<file path="src/rtl/demux_1to2_reg.sv">
// Registered 1-to-2 demultiplexer with per-channel transfer counters.
//
// Routes each accepted source beat to out0 (in_sel=0) or out1 (in_sel=1).
// Each output channel owns a one-entry register slot; a slot that is being
// drained in the same cycle counts as free, so a channel sustains one beat
// per cycle. A stalled channel only blocks beats that select it.
//
// Ports:
//   clk, rst                 rising-edge clock, synchronous active-high reset
//   in_data/in_sel           source beat and destination select
//   in_valid/in_ready        source handshake (in_ready is combinational from
//                            in_sel, out0_ready, out1_ready and rst)
//   outK_data/outK_valid     channel K registered beat
//   outK_ready               channel K sink accepts
//   cnt0/cnt1                delivered-beat counters, wrap modulo 2^CNTW

module demux_1to2_reg #(
   parameter int unsigned WIDTH = 32,
   parameter int unsigned CNTW  = 16
) (
   input  logic             clk,
   input  logic             rst,
   input  logic [WIDTH-1:0] in_data,
   input  logic             in_sel,
   input  logic             in_valid,
   output logic             in_ready,
   output logic [WIDTH-1:0] out0_data,
   output logic             out0_valid,
   input  logic             out0_ready,
   output logic [WIDTH-1:0] out1_data,
   output logic             out1_valid,
   input  logic             out1_ready,
   output logic [CNTW-1:0]  cnt0,
   output logic [CNTW-1:0]  cnt1
);

   logic [WIDTH-1:0] data0_q, data1_q;
   logic             valid0_q, valid1_q;
   logic [CNTW-1:0]  cnt0_q, cnt1_q;

   logic free0, free1;
   logic drain0, drain1;
   logic accept, acc0, acc1;

   // A slot being drained this cycle can take a new beat in the same cycle.
   assign free0  = !valid0_q || out0_ready;
   assign free1  = !valid1_q || out1_ready;
   assign drain0 = valid0_q && out0_ready;
   assign drain1 = valid1_q && out1_ready;

   assign in_ready = !rst && (in_sel ? free1 : free0);
   assign accept   = in_valid && in_ready;
   assign acc0     = accept && !in_sel;
   assign acc1     = accept && in_sel;

   always_ff @(posedge clk) begin
      if (rst) begin
         data0_q  <= '0;
         data1_q  <= '0;
         valid0_q <= 1'b0;
         valid1_q <= 1'b0;
         cnt0_q   <= '0;
         cnt1_q   <= '0;
      end else begin
         // Accept wins over drain: a beat loaded in the drain cycle keeps valid high.
         if (acc0) begin
            data0_q  <= in_data;
            valid0_q <= 1'b1;
         end else if (drain0) begin
            valid0_q <= 1'b0;
         end

         if (acc1) begin
            data1_q  <= in_data;
            valid1_q <= 1'b1;
         end else if (drain1) begin
            valid1_q <= 1'b0;
         end

         if (drain0) cnt0_q <= cnt0_q + 1'b1;
         if (drain1) cnt1_q <= cnt1_q + 1'b1;
      end
   end

   assign out0_data  = data0_q;
   assign out0_valid = valid0_q;
   assign out1_data  = data1_q;
   assign out1_valid = valid1_q;
   assign cnt0       = cnt0_q;
   assign cnt1       = cnt1_q;

endmodule

</file>
<file path="config.mk">
export PLATFORM = sky130hd
export DESIGN_NAME = demux_1to2_reg
export DESIGN_NICKNAME = d
export VERILOG_FILES = /design/src/rtl/demux_1to2_reg.sv
export SDC_FILE = /design/constraint.sdc
export NUM_CORES = 1
export LEC_CHECK = 0
export CAP_MARGIN = 20
export CORE_AREA = 3 3 101 103
export CTS_CLUSTER_DIAMETER = 60
export DETAILED_ROUTE_END_ITERATION = 7
export DIE_AREA = 0 0 104 106
export PLACE_DENSITY = 0.73
export SLEW_MARGIN = 30
export SYNTH_ARGS = -nofsm -noshare
export SYNTH_HDL_FRONTEND = slang
export SYNTH_SLANG_ARGS = --single-unit
</file>
<file path="constraint.sdc">
create_clock -name clk -period 4 [get_ports clk]
set_input_delay 1 -clock clk [delete_from_list [all_inputs] [get_ports clk]]
set_output_delay 1 -clock clk [all_outputs]
set_load 0.1 [all_outputs]
</file>
==> results of run 1 <==
[synth_stat cells, types with 2 or more instances]
master,n,share of area
or3_1,7,0.012
nand2b_1,2,0.0033
buf_2,11,0.015
ha_1,2,0.0067
xor2_1,12,0.028
inv_1,6,0.0060
nand4_1,7,0.012
nand3_1,14,0.019
clkbuf_1,15,0.015
o21ai_0,6,0.0080
nor4_1,4,0.0067
xnor2_1,9,0.021
nor2_1,28,0.028
dfxtp_1,98,0.52
nor3_2,2,0.0053
nor3_1,4,0.0053
nand2_1,138,0.14
and3_1,2,0.0033
nor2b_1,2,0.0033
a21oi_1,76,0.10
[flip-flops by register name (all words and copies together) (netlist names)]
signal / flops
out0_data: 32
out1_data: 32
cnt0: 16
cnt1: 16
out0_valid: 1
out1_valid: 1
[worst register-to-register path: cells and delay by family, from the launching register on]
kind	cells	cell delay, ns
simple gates	3	1.00
flops	1	0.45
compound gates	1	0.16
[placed cells by master (no fill, tap or decap), types with 7 or more instances in the layout]
| cell type | synthesis | routed |
|---|---|---|
| clkbuf_8 | 0 | 10 |
| xor2_1 | 12 | 12 |
| nor2_1 | 28 | 28 |
| or3_1 | 7 | 7 |
| xnor2_1 | 9 | 9 |
| nand2_1 | 138 | 138 |
| dfxtp_1 | 98 | 98 |
| clkdlybuf4s50_1 | 0 | 134 |
| a21oi_1 | 76 | 76 |
| nand3_1 | 14 | 14 |
| nand4_1 | 7 | 7 |
[kinds of logic after synthesis]
| group | share of synthesized area |
|---|---|
| XOR/XNOR | 0.0490 |
| adder cells (fa/ha/maj) | 0.00667 |
| multiplexers | 0.00300 |
| flip-flops | 0.523 |
| AND/OR/NAND/NOR | 0.267 |
| AO/OA/AOI/OAI | 0.113 |
| buffers and inverters | 0.0377 |
[power by group]
part | switching (mW) | internal [mW] | total [mW]
combinational | 0.240 | 0.0893 | 0.329
sequential | 0.0128 | 0.998 | 1.01
clock | 0.350 | 0.314 | 0.664
[per-stage QoR]
stage | worst slack, ns | area, um2 | power, mW | utilization
after floorplan | 0.172 | 3750 | 1.26 | -
after global placement | 0.710 | 5210 | 1.36 | 0.561
after detailed placement | 0.677 | 5210 | 1.36 | 0.561
after CTS | 0.676 | 5420 | 2.02 | 0.583
after global routing | 0.579 | 5420 | 2.08 | 0.583
final | 0.679 | 5420 | 2.00 | 0.583
[layer usage]
layer / share of wire / vias up
met3: 0.062 / 11
li1: - / 1768
met4: 0.011 / 0
met2: 0.49 / 92
met5: 0 / -
met1: 0.43 / 1614
[layout make-up]
| type | count | area (um2) |
|---|---|---|
| Fill cell | 863 | 3870 |
| Sequential cell | 98 | 1960 |
| Multi-Input combinational cell | 329 | 1660 |
| Timing Repair Buffer | 141 | 1410 |
| Tap cell | 129 | 161 |
| Clock buffer | 10 | 138 |
| Clock inverter | 6 | 71.3 |
| Inverter | 6 | 22.5 |
[how the worst max path moves through the flow]
stage / startpoint / to / slack [ns] / cells past startpoint
2_1_floorplan: rst / in_ready / 0.17 / 4
3_3_place_gp: out0_ready / in_ready / 0.71 / 6
3_5_place_dp: out0_ready / in_ready / 0.68 / 6
4_1_cts: out0_ready / in_ready / 0.68 / 6
5_1_grt: out0_ready / in_ready / 0.58 / 6
6_report: out0_ready / in_ready / 0.68 / 6
==> impl_metrics.yaml, run 1 <==
status:
  outcome: "finished clean"
critical_path:
  crit_arrival_ns: 2.32
  reg2regPathDepth: 4
  crit_path_max_fanout: 6
  cpPeakStageDelay_ns: 0.55
  r2r_end: "cnt0[15]"
  crit_buf_inv: 2
  criticalPathCategory: "input port to output port"
  cp.required_ns: 3.00
  critPathCaptureType: "output port"
  r2r-start: "out0_valid"
  path_common_cell: "nor2_1"
  r2r_setup_slack_ns: 2.33
  crit_family: "buffers and inverters"
  crit_path_top_delay_cell: "clkdlybuf4s50_1"
  cp_cell_sequence: "clkdlybuf4s50_1 > and2b_4 > nor2_1 > a21oi_1 > nor2_1 > buf_12"
  start_kind: "input port"
logic_synthesis:
  syn-instance-count: 460
  synth_ff_type: "dfxtp_1"
  yosysWarnings: 0
  synth_area_mm2: 0.00375
  synth_area_per_cell_um2: 8.16
  ys_seq_elements: 98
  synthesis.nets: 500
  synth_edf_count: 0
  ys_seq_area_frac: 0.523
  asyncSetResetFlopFracSynth: 0
  ys_types: 35
timing:
  holdWs_ns: 0.456
  worstMarginPinSlew_ns: 1.03
  setup_violations: 0
  period_needed_ns: 3.32
  fin_crit_sh: 0.830
  tns_ns: 0
  slew_headroom: 0.311
  skew_ns: 0.0154
  hold_violations: 0
  rsz0062_at_grt: "no"
  maxSlewViolCount: 0
  max_freq_mhz: 301
cells_and_area:
  layout.cells.non_filler: 719
  area_growth_pct: 44.3
  drive_above_1_share: 0.0559
  n_antenna_cell: 0
  final_nets: 625
global_route:
  antenna_found_initial: 0
  first_global_vias: 3339
  met1_usage: 0.214
  grt-busiest-layer: "met2"
  grt_pass1_wl_um: 16400
  grt-ovfl-total: 0
  grt_max_degree: 53
  track_usage: 0.177
  use_met2: 0.314
  grtUsageMet3: 0.0413
min_path:
  min_from: "out0_data[6]"
  hold_path_class: "flop to flop"
  holdPathEnd: "out0_data[6]"
  hold_depth: 2
clock_tree:
  cts_setup_buffers: 0
  clk_pin_slew_ns: 0.09
  cts.path.max_buffers: 2
  clk_latency_ns: 0.35
  cts_resized: 0
  cts_buffers: 9
  postCtsHoldBufs: 0
  h-tree-depth: 3
  cts_tree: "done"
  cts_root_buf: "clkbuf_8"
  cts.sinks: 98
routing:
  wl_per_cell_um: 13.8
  firstDrtPassIters: 4
  via_per_inst: 4.85
  totalWireLength_um: 9900
  drc: 0
  drtAntennaViolNets: 0
  drtIter0Drc: 93
  vias: 3485
die:
  core_area_mm2: 0.00928
  ios: 137
  die_y_um: 106
  die_area_mm2: 0.0110
  rows: 35
  die_width_um: 104
  initial_core_util: 0.404
place:
  dp_hpwl_um: 6840
  placed_cells: 703
  io_buffers: 136
  place.gp.congestion: 0.747
power_and_ir_drop:
  p_per_area_mw_per_mm2: 370
  p_leak_nw: 1.83
  ir_worst_vdd_v: 0.000203
run:
  cap_viol_max_count: 0
No activity file was read; power rests on OpenSTA's default activity.
==> run 2, diff against run 1 <==
==> constraint.sdc (replaced) <==
create_clock -name clk -period 3.46 [get_ports clk]
set_input_delay 0.865 -clock clk [delete_from_list [all_inputs] [get_ports clk]]
set_output_delay 0.865 -clock clk [all_outputs]
set_load 0.1 [all_outputs]
==> impl_metrics.yaml, run 2 (same netlist as run 1, synthesis figures left out) <==
status:
  outcome: "finished clean"
timing:
  layout_setup_ws_ns: 0.477
  maxSlewViolCount: 0
  max_freq_mhz: 335
  tns_ns: 0
  skew_ns: 0.00953
  hold_violations: 0
  setup_violations: 0
  fin_crit_sh: 0.862
  worstMarginPinSlew_ns: 0.675
  rsz0062_at_grt: "no"
  period_needed_ns: 2.98
  slew_headroom: 0.550
place:
  pre_cts_ws_ns: 0.472
  placed_cells: 703
  io_buffers: 136
  dp_hpwl_um: 6660
  place.gp.congestion: 0.752
critical_path:
  start_kind: "input port"
  cp.required_ns: 2.59
  crit_path_end: "in_ready"
  cpPeakStageDelay_ns: 0.55
  crit_arrival_ns: 2.12
  reg2regPathDepth: 4
  cp.depth: 6
  crit_buf_inv: 2
  startpoint: "out0_ready"
  criticalPathCategory: "input port to output port"
  critPathCaptureType: "output port"
  crit_path_max_fanout: 6
  r2r_end: "cnt0[15]"
  cp_cell_sequence: "clkdlybuf4s50_1 > and2b_4 > nor2_1 > a21oi_1 > nor2_2 > buf_12"
  crit_path_top_delay_cell: "clkdlybuf4s50_1"
  r2r-start: "out0_valid"
  crit_family: "buffers and inverters"
  r2r_setup_slack_ns: 1.77
routing:
  drtAntennaViolNets: 0
  wl_met1_um: 4160
  via_per_inst: 4.87
  totalWireLength_um: 9780
  firstDrtPassIters: 4
  wl_met2_um: 4830
  drc: 0
  top_layer: "met4"
  drtIter0Drc: 121
  wl_per_cell_um: 13.6
  vias: 3502
  dr_wl_met3_um: 594
clock_tree:
  cts_buffers: 9
  cts_root_buf: "clkbuf_8"
  h-tree-depth: 3
  clk_pin_slew_ns: 0.09
  cts.sinks: 98
  cts_setup_buffers: 0
  cts_tree: "done"
  cts.path.max_buffers: 2
  clk_latency_ns: 0.35
  postCtsHoldBufs: 0
  cts_resized: 0
cells_and_area:
  final.fill_count: 886
  drive_above_1_share: 0.224
  final_nets: 625
  final_util: 0.558
  n_antenna_cell: 0
  final_common_cell: "nand2_1"
  layout.cells.non_filler: 719
  area_growth_pct: 37.9
  layout_common_cells: "138 x nand2_1, 104 x buf_4, 98 x dfxtp_1"
power_and_ir_drop:
  power_frac_comb: 0.160
  seqPwrFrac: 0.505
  p_per_area_mw_per_mm2: 447
  p_total_mw: 2.31
  power_frac_clock: 0.335
  swShare: 0.304
  p_int_mw: 1.61
  p_switching_mw: 0.704
  ir_worst_vdd_v: 0.000249
  p_leak_nw: 2.02
global_route:
  grt-ovfl-total: 0
  track_usage: 0.176
  grt_max_degree: 67
  grt_pass1_wl_um: 16100
  antenna_found_initial: 0
  first_global_vias: 3288
die:
  rows: 35
  initial_core_util: 0.404
  core_area_mm2: 0.00928
  die_y_um: 106
  ios: 137
  die_width_um: 104
  die_area_mm2: 0.0110
run:
  cap_viol_max_count: 0
min_path:
  hold_path_class: "flop to flop"
[run 2: how the worst min path moves through the flow]
stage,startpoint,to,cells after the start
floorplan,out0_data[2],out0_data[2],2
global placement,out0_data[10],out0_data[10],2
detailed placement,out0_data[21],out0_data[21],2
CTS,out0_data[30],out0_data[30],2
global route,out1_data[0],out1_data[0],2
finish,out1_data[0],out1_data[0],2
[run 2: routing by layer]
metal / global-route usage / up-vias
li1: - / 1769
met2: 0.311 / 90
met3: 0.0468 / 16
met5: 0 / -
met4: 0.0703 / 0
met1: 0.202 / 1627
[run 2: cell type report]
cell class | count | area (um2) | area share
sequential | 98 | 1960 | 0.379
clock inverter | 6 | 73.8 | 0.0143
inverter | 6 | 22.5 | 0.00435
multi-input combinational | 329 | 1660 | 0.320
timing repair buffer | 141 | 1160 | 0.224
clock buffer | 10 | 138 | 0.0266
tap | 129 | 161 | 0.0312
[run 2: through the flow]
step,area (um2),hold WS [ns]
after floorplan,3750,0.884
after global placement,4960,0.443
after global routing,5180,0.478
after CTS,5180,0.460
final,5180,0.459
after detailed placement,4960,0.447
[run 2: power by group through the flow]
stage	logic, mW	clock network (mW)	registers (mW)
3_5_place_dp	0.373	0	1.19
4_1_cts	0.374	0.794	1.17
5_1_grt	0.389	0.841	1.17
3_3_place_gp	0.371	0	1.19
2_1_floorplan	0.0720	0	1.38
6_report	0.371	0.775	1.17
[run 2: worst register-to-register path, stage by stage (launching register included)]
cell	delay, ns
dfxtp_1	0.45
and4_1	0.46
nand3_4	0.14
or4_1	0.41
a21oi_1	0.16
